===== src/rtl/lc3b_types.sv =====
// rtl/lc3b_types.sv - shared word type and memory-access FSM state encoding
package lc3b_types;

    typedef logic [15:0] lc3b_word;

    typedef enum logic [1:0] {
        S_IDLE   = 2'd0,
        S_IND    = 2'd1,
        S_ACCESS = 2'd2,
        S_DONE   = 2'd3
    } mau_state_t;

    function automatic lc3b_word word_align(input lc3b_word a);
        return {a[15:1], 1'b0};
    endfunction

endpackage


===== src/rtl/mem_byte_lane.sv =====
// rtl/mem_byte_lane.sv - byte-lane steering: enables, store replication, load extraction
import lc3b_types::*;

module mem_byte_lane (
    input  logic       byte_mode,
    input  logic       addr_lsb,
    input  lc3b_word   wdata,
    input  lc3b_word   mem_rdata,
    output logic [1:0] byte_enable,
    output lc3b_word   mem_wdata,
    output lc3b_word   rdata
);

    always_comb begin
        byte_enable = 2'b11;
        mem_wdata   = wdata;
        rdata       = mem_rdata;
        if (byte_mode) begin
            byte_enable = addr_lsb ? 2'b10 : 2'b01;
            mem_wdata   = {wdata[7:0], wdata[7:0]};
            rdata       = addr_lsb ? {8'h00, mem_rdata[15:8]} : {8'h00, mem_rdata[7:0]};
        end
    end

endmodule


===== src/rtl/mem_access_unit.sv =====
// rtl/mem_access_unit.sv - MEM-stage sequencer for direct/indirect word and byte accesses
import lc3b_types::*;

module mem_access_unit (
    input  logic       clk,
    input  logic       rst_n,
    input  logic       valid_in,
    input  logic       read,
    input  logic       write,
    input  logic       indirect,
    input  logic       mem_byte_sig,
    input  lc3b_word   addr,
    input  lc3b_word   wdata,
    output logic       stall,
    output logic       done,
    output lc3b_word   rdata,
    output logic       dmem_read,
    output logic       dmem_write,
    output lc3b_word   dmem_address,
    output lc3b_word   dmem_wdata,
    output logic [1:0] dmem_byte_enable,
    input  lc3b_word   dmem_rdata,
    input  logic       dmem_resp
);

    mau_state_t state, next_state;

    logic     lat_read, lat_write, lat_ind, lat_byte;
    lc3b_word lat_addr, lat_wdata, pointer, rdata_q;
    lc3b_word eff_addr, lane_wdata, lane_rdata;
    logic [1:0] lane_be;
    logic     request;

    assign request  = valid_in & (read | write);
    assign eff_addr = lat_ind ? pointer : lat_addr;
    assign rdata    = rdata_q;

    mem_byte_lane u_lane (
        .byte_mode   (lat_byte),
        .addr_lsb    (eff_addr[0]),
        .wdata       (lat_wdata),
        .mem_rdata   (dmem_rdata),
        .byte_enable (lane_be),
        .mem_wdata   (lane_wdata),
        .rdata       (lane_rdata)
    );

    always_ff @(posedge clk or negedge rst_n) begin
        if (!rst_n) begin
            state     <= S_IDLE;
            lat_read  <= 1'b0;
            lat_write <= 1'b0;
            lat_ind   <= 1'b0;
            lat_byte  <= 1'b0;
            lat_addr  <= '0;
            lat_wdata <= '0;
            pointer   <= '0;
            rdata_q   <= '0;
        end else begin
            state <= next_state;
            case (state)
                S_IDLE: if (request) begin
                    // a simultaneous write request is dropped in favour of the read
                    lat_read  <= read;
                    lat_write <= write & ~read;
                    lat_ind   <= indirect;
                    lat_byte  <= mem_byte_sig;
                    lat_addr  <= addr;
                    lat_wdata <= wdata;
                end
                S_IND:    if (dmem_resp) pointer <= dmem_rdata;
                S_ACCESS: if (dmem_resp && lat_read) rdata_q <= lane_rdata;
                default: ;
            endcase
        end
    end

    always_comb begin
        next_state       = state;
        stall            = 1'b0;
        done             = 1'b0;
        dmem_read        = 1'b0;
        dmem_write       = 1'b0;
        dmem_address     = '0;
        dmem_wdata       = '0;
        dmem_byte_enable = 2'b00;
        case (state)
            S_IDLE: if (request) begin
                stall      = 1'b1;
                next_state = indirect ? S_IND : S_ACCESS;
            end
            S_IND: begin
                // pointer fetch is always a full aligned word
                stall            = 1'b1;
                dmem_read        = 1'b1;
                dmem_address     = word_align(lat_addr);
                dmem_byte_enable = 2'b11;
                if (dmem_resp) next_state = S_ACCESS;
            end
            S_ACCESS: begin
                stall            = 1'b1;
                dmem_read        = lat_read;
                dmem_write       = lat_write;
                dmem_address     = word_align(eff_addr);
                dmem_byte_enable = lane_be;
                dmem_wdata       = lane_wdata;
                if (dmem_resp) next_state = S_DONE;
            end
            S_DONE: begin
                done       = 1'b1;
                next_state = S_IDLE;
            end
            default: next_state = S_IDLE;
        endcase
    end

endmodule


===== config.mk =====
export PLATFORM = sky130hd
export DESIGN_NAME = mem_access_unit
export DESIGN_NICKNAME = d
export VERILOG_FILES = /design/src/rtl/lc3b_types.sv /design/src/rtl/mem_byte_lane.sv /design/src/rtl/mem_access_unit.sv
export SDC_FILE = /design/constraint.sdc
export NUM_CORES = 1
export LEC_CHECK = 0
export CORE_ASPECT_RATIO = 1.25
export CORE_UTILIZATION = 43
export DETAILED_ROUTE_END_ITERATION = 8
export GPL_ROUTABILITY_DRIVEN = 1
export GPL_TIMING_DRIVEN = 0
export PLACE_DENSITY = 0.88
export SYNTH_ARGS = -nofsm -noshare
export SYNTH_HDL_FRONTEND = slang
export SYNTH_SLANG_ARGS = --single-unit
export TNS_END_PERCENT = 100

===== constraint.sdc =====
create_clock -name clk -period 1.4 [get_ports clk]
set_input_delay 0.21 -clock clk [delete_from_list [all_inputs] [get_ports clk]]
set_output_delay 0.21 -clock clk [all_outputs]
set_load 0.01 [all_outputs]

==> metrics.sh, run 1 <==
OUTCOME='finished, violations left'
VIOLATIONS='design-rule violations, negative hold slack, negative setup slack'
DRT-PASS1-ITER-COUNT=7
MAX-VDD-IR-DROP_mV=1.56
RSZ_0062_RAISED_AFTER_GLOBAL_ROUTING='true'
YOSYS-TOP-CELLS-AREA='sky130_fd_sc_hd__dfrtp_1, sky130_fd_sc_hd__mux2_2, sky130_fd_sc_hd__mux2_4'
FIN_WORST_HOLD_SLACK_PS=-45.2
TIMING_WORST_SETUP_PATH_TYPE='register to primary output'
FINAL_LAYOUT_SIZE_SUFFIX_GT1_SHARE_PCT=56.7
VIASPERCELL=5.91
DP_HPWL_MICRONS=6770
TIMING.CLOCK.SKEW_PS=10.6
SYNTH_AREA_PER_CELL_SQ_UM=11.9
INITIALDRTVIOLATIONCOUNT=219
POSTSYNTHREGISTERBITS=70
SYNTH-EDFF-COUNT=0
CRIT-REG2REG-LAUNCH='state[0]'
FINALHOLDVIOLATIONS=41
SYNTHDOMINANTCELLAREASHARE_PCT=48.4
POST-SYNTH-TOP-COUNT-CELL='sky130_fd_sc_hd__dfrtp_1'
ROUTABILITYCONGESTION=0.806
MAX_CAP_VIOLATIONS=0
ROUTED_WIRE_LENGTH_PER_INSTANCE_MICRONS=24.6
CLK_ROOT_BUFFER_CELL='sky130_fd_sc_hd__clkbuf_8'
REQUIRED_PS=1190
WORST_EP_ARRIVAL_TIME_PS=1830
IO_PINS=110
PORT_BUFFERS=108
CTS_MADE_BUFFERS=9
FINAL.PERIOD_UTILIZATION_PCT=146
SYNTHTOLAYOUTAREAGROWTH_PCT=74.6
SYNTH_LARGEST_AREA_CELL='sky130_fd_sc_hd__dfrtp_1'
GLOBAL_ROUTE_WIRE_LENGTH_BEFORE_REPAIR_MICRONS=19800
SETUP_WS_PS=-642
SYNTH_FP_NETS=365
VIA_COUNT=3409
CLOCK_SINK_COUNT=70
ASYNCSETRESETFLOPFRACSYNTH_PCT=100
CORE_AREA_SQ_UM=8190
INSERTION_DELAY_PS=370
WORST_SLEW_PIN_SLEW_PS=909
POST-PLACE-WS_PS=-756
DIODES=0
CLOCK_TREE_FROM_TRITONCTS='yes'
TIMING.CRITICAL_PATH.FANOUT_MAX=5
POSTSYNTH.TOPFLOPCELL='sky130_fd_sc_hd__dfrtp_1'
CLOCK_PATH_BUFFERS=2
INITIAL_UTIL_PCT=44.2
NUMBER_OF_H_TREE_BRANCHING_LEVELS=3
FILLER_CELL_COUNT=423
SYNTH_CELL_TYPE_COUNT=28
VIA_COUNT_OF_THE_FIRST_GLOBAL_ROUTING_PASS=3626
TOTAL_LEAKAGE_POWER_nW=2.82
START_KIND='register'
NUMBER_OF_ANTENNA_VIOLATIONS_AT_THE_FIRST_CHECK_IN_GLOBAL_ROUTING=0
HIGHEST_ATTAINABLE_CLOCK_FREQUENCY_GHz=0.490
MAX-SLEW-MARGIN-REL_PCT=39.4
MIN_PATH_TYPE='input pin to async pin'
NNETSFINAL=537
GRT_START_MAX_NET_PINS=71
SYNTH.TOP_CELLS.BY_COUNT='sky130_fd_sc_hd__dfrtp_1, sky130_fd_sc_hd__mux2_2, sky130_fd_sc_hd__mux2_4'
SYNTH_SEQUENTIAL_AREA_RATIO_PCT=48.4
FINISH.CELL_COUNT_WITHOUT_FILLERS=577
SETUP_VIOL_COUNT_FINAL=107
WORSTSETUPENDPOINTTYPE='primary output'
DRT_DRC_VIOLATIONS_LEFT=10
GRT_USE_TOTAL_PCT=30.2
PWR_DENSITY_CELL_nW_PER_UM2=2630
FINALMAXSLEWVIOLATIONS=0
PLACE.DETAILED.INSTANCES=508
SETUP_TNS_PS=-48050
GRT-OVFL-TOTAL=0
CLK_TRANSITION_REPORTED_PATHS_PS=90
AREA_ENCLOSED_BY_THE_DIE_BOUNDARY_SQ_UM=8790
MIN_PERIOD_PS=2040
FP-ROW-COUNT=37
SYN-INSTANCE-COUNT=303
DRTANTENNAVIOLNETS=0
CRIT_PATH_START='state[0]'
DIE_HEIGHT_MICRONS=105
NETLIST_AREA_SQ_UM=3620
DIE_W_MICRONS=84.1
POST_CTS_HOLD_BUFFER_COUNT=0
WIRELENGTH_MICRONS=14200
YOSYS_WARNINGS=0
==> sequential cells by signal, summed over array words and instances, names as in the netlist <==
signal     flops
rdata         16
lat_ind        1
state          2
lat_read       1
pointer       16
lat_wdata     16
lat_byte       1
lat_addr      16
lat_write      1
==> cells by family after synthesis <==
| family | synth area share [%] |
|---|---|
| AO/OA/AOI/OAI | 9.64 |
| AND/OR/NAND/NOR | 7.88 |
| multiplexers | 27.3 |
| other | 0.104 |
| adder cells (fa/ha/maj) | 2.07 |
| buffers and inverters | 4.60 |
| flip-flops | 48.4 |
==> per-layer routing <==
metal | up-vias | wire (microns) | track usage (%)
met2 | 204 | 7400 | 52.8
met4 | 0 | 905 | 17.9
met1 | 1725 | 4870 | 32.4
met3 | 66 | 1030 | 8.06
li1 | 1414 | - | -
met5 | - | 0 | 0
==> per-stage QoR <==
stage	instance area (sq um)	utilization [%]	hold WS (ps)	total power, W
2_1_floorplan	3780	-	-85.6	0.00828
3_3_place_gp	4980	60.8	460	0.0108
3_5_place_dp	4980	60.8	390	0.0111
4_1_cts	5990	73.1	8.18	0.0148
5_1_grt	6320	77.1	45.9	0.0171
6_report	6320	77.1	-45.2	0.0166
==> area by class of cell <==
type                            count  area, sq um  share of cell area (%)
Clock inverter                      5         33.8                   0.535
Buffer                             20          314                    4.97
Sequential cell                    70         1750                    27.7
Inverter                            5         31.3                   0.495
Timing Repair Buffer              162         1660                    26.2
Clock buffer                       11          151                    2.40
Tap cell                           97          121                    1.92
Multi-Input combinational cell    207         2260                    35.7
==> worst paths after layout <==
path,cells after the start,slack (ps),endpoint
setup / recovery,8,-640,dmem_byte_enable[0]
hold / removal,1,-50,lat_wdata[3]
setup reg to reg,10,-500,rdata[2]
hold reg to reg,2,490,rdata[14]
max in group asynchronous,1,830,lat_addr[12]
min in group clk,2,460,lat_wdata[11]
==> cell usage in the layout, fill, tap and decap left out, types with 4 or more instances in the layout <==
master / count
sky130_fd_sc_hd__o21ai_0: 10
sky130_fd_sc_hd__clkbuf_8: 12
sky130_fd_sc_hd__nor2_2: 4
sky130_fd_sc_hd__buf_2: 15
sky130_fd_sc_hd__dfrtp_1: 69
sky130_fd_sc_hd__mux2_2: 26
sky130_fd_sc_hd__clkdlybuf4s15_2: 10
sky130_fd_sc_hd__a22oi_2: 15
sky130_fd_sc_hd__dlygate4sd2_1: 16
sky130_fd_sc_hd__mux2i_1: 11
sky130_fd_sc_hd__buf_8: 10
sky130_fd_sc_hd__nand2_1: 10
sky130_fd_sc_hd__clkbuf_16: 5
sky130_fd_sc_hd__nand2_2: 7
sky130_fd_sc_hd__nor2_1: 9
sky130_fd_sc_hd__buf_6: 45
sky130_fd_sc_hd__a31oi_4: 7
sky130_fd_sc_hd__buf_4: 17
sky130_fd_sc_hd__o21ai_1: 5
sky130_fd_sc_hd__buf_12: 6
sky130_fd_sc_hd__ha_4: 4
sky130_fd_sc_hd__clkdlybuf4s50_1: 54
sky130_fd_sc_hd__o21ai_2: 5
sky130_fd_sc_hd__nor2b_1: 6
sky130_fd_sc_hd__a21oi_2: 8
sky130_fd_sc_hd__nor2_4: 12
sky130_fd_sc_hd__and2_1: 9
sky130_fd_sc_hd__mux2_4: 41
==> report_power, final <==
part	internal, W	switching [W]	total (W)
clock network	0.000737	0.000876	0.00161
logic	0.00596	0.00505	0.0110
registers	0.00305	0.000918	0.00397
==> critical path, stage by stage, from the launching register on <==
cell and delay (ps):
sky130_fd_sc_hd__dfrtp_1 420, sky130_fd_sc_hd__inv_2 140, sky130_fd_sc_hd__buf_12 120, sky130_fd_sc_hd__ha_4 140, sky130_fd_sc_hd__buf_8 130, sky130_fd_sc_hd__buf_6 120, sky130_fd_sc_hd__o21ai_2 60, sky130_fd_sc_hd__a21oi_2 180
sky130_fd_sc_hd__buf_2 160
==> what timing repair did <==
| action | CTS | global route |
|---|---|---|
| endpoints found under the setup margin | 122 | 107 |
| resized for setup | 266 | 79 |
| pin swaps | 19 | 28 |
| cloned | 9 | 0 |
| buffers inserted | 37 | 12 |
(Power assumes the default switching activity.)
==> run 2: changes to the inputs <==
--- a/config.mk
+++ b/config.mk
@@ -5,6 +5,7 @@
 export SDC_FILE = /design/constraint.sdc
 export NUM_CORES = 1
 export LEC_CHECK = 0
+export CAP_MARGIN = 20
 export CORE_ASPECT_RATIO = 1.25
 export CORE_UTILIZATION = 43
 export DETAILED_ROUTE_END_ITERATION = 8
==> results of run 2 <==
The final DEF is identical to that of run 1; final timing and power are the same.
==> run 3: changes to the inputs <==
--- a/config.mk
+++ b/config.mk
@@ -5,7 +5,7 @@
 export SDC_FILE = /design/constraint.sdc
 export NUM_CORES = 1
 export LEC_CHECK = 0
-export CAP_MARGIN = 20
+export CAP_MARGIN = 25
 export CORE_ASPECT_RATIO = 1.25
 export CORE_UTILIZATION = 43
 export DETAILED_ROUTE_END_ITERATION = 8
==> results of run 3 <==
The final DEF is identical to that of run 1; final timing and power are the same.
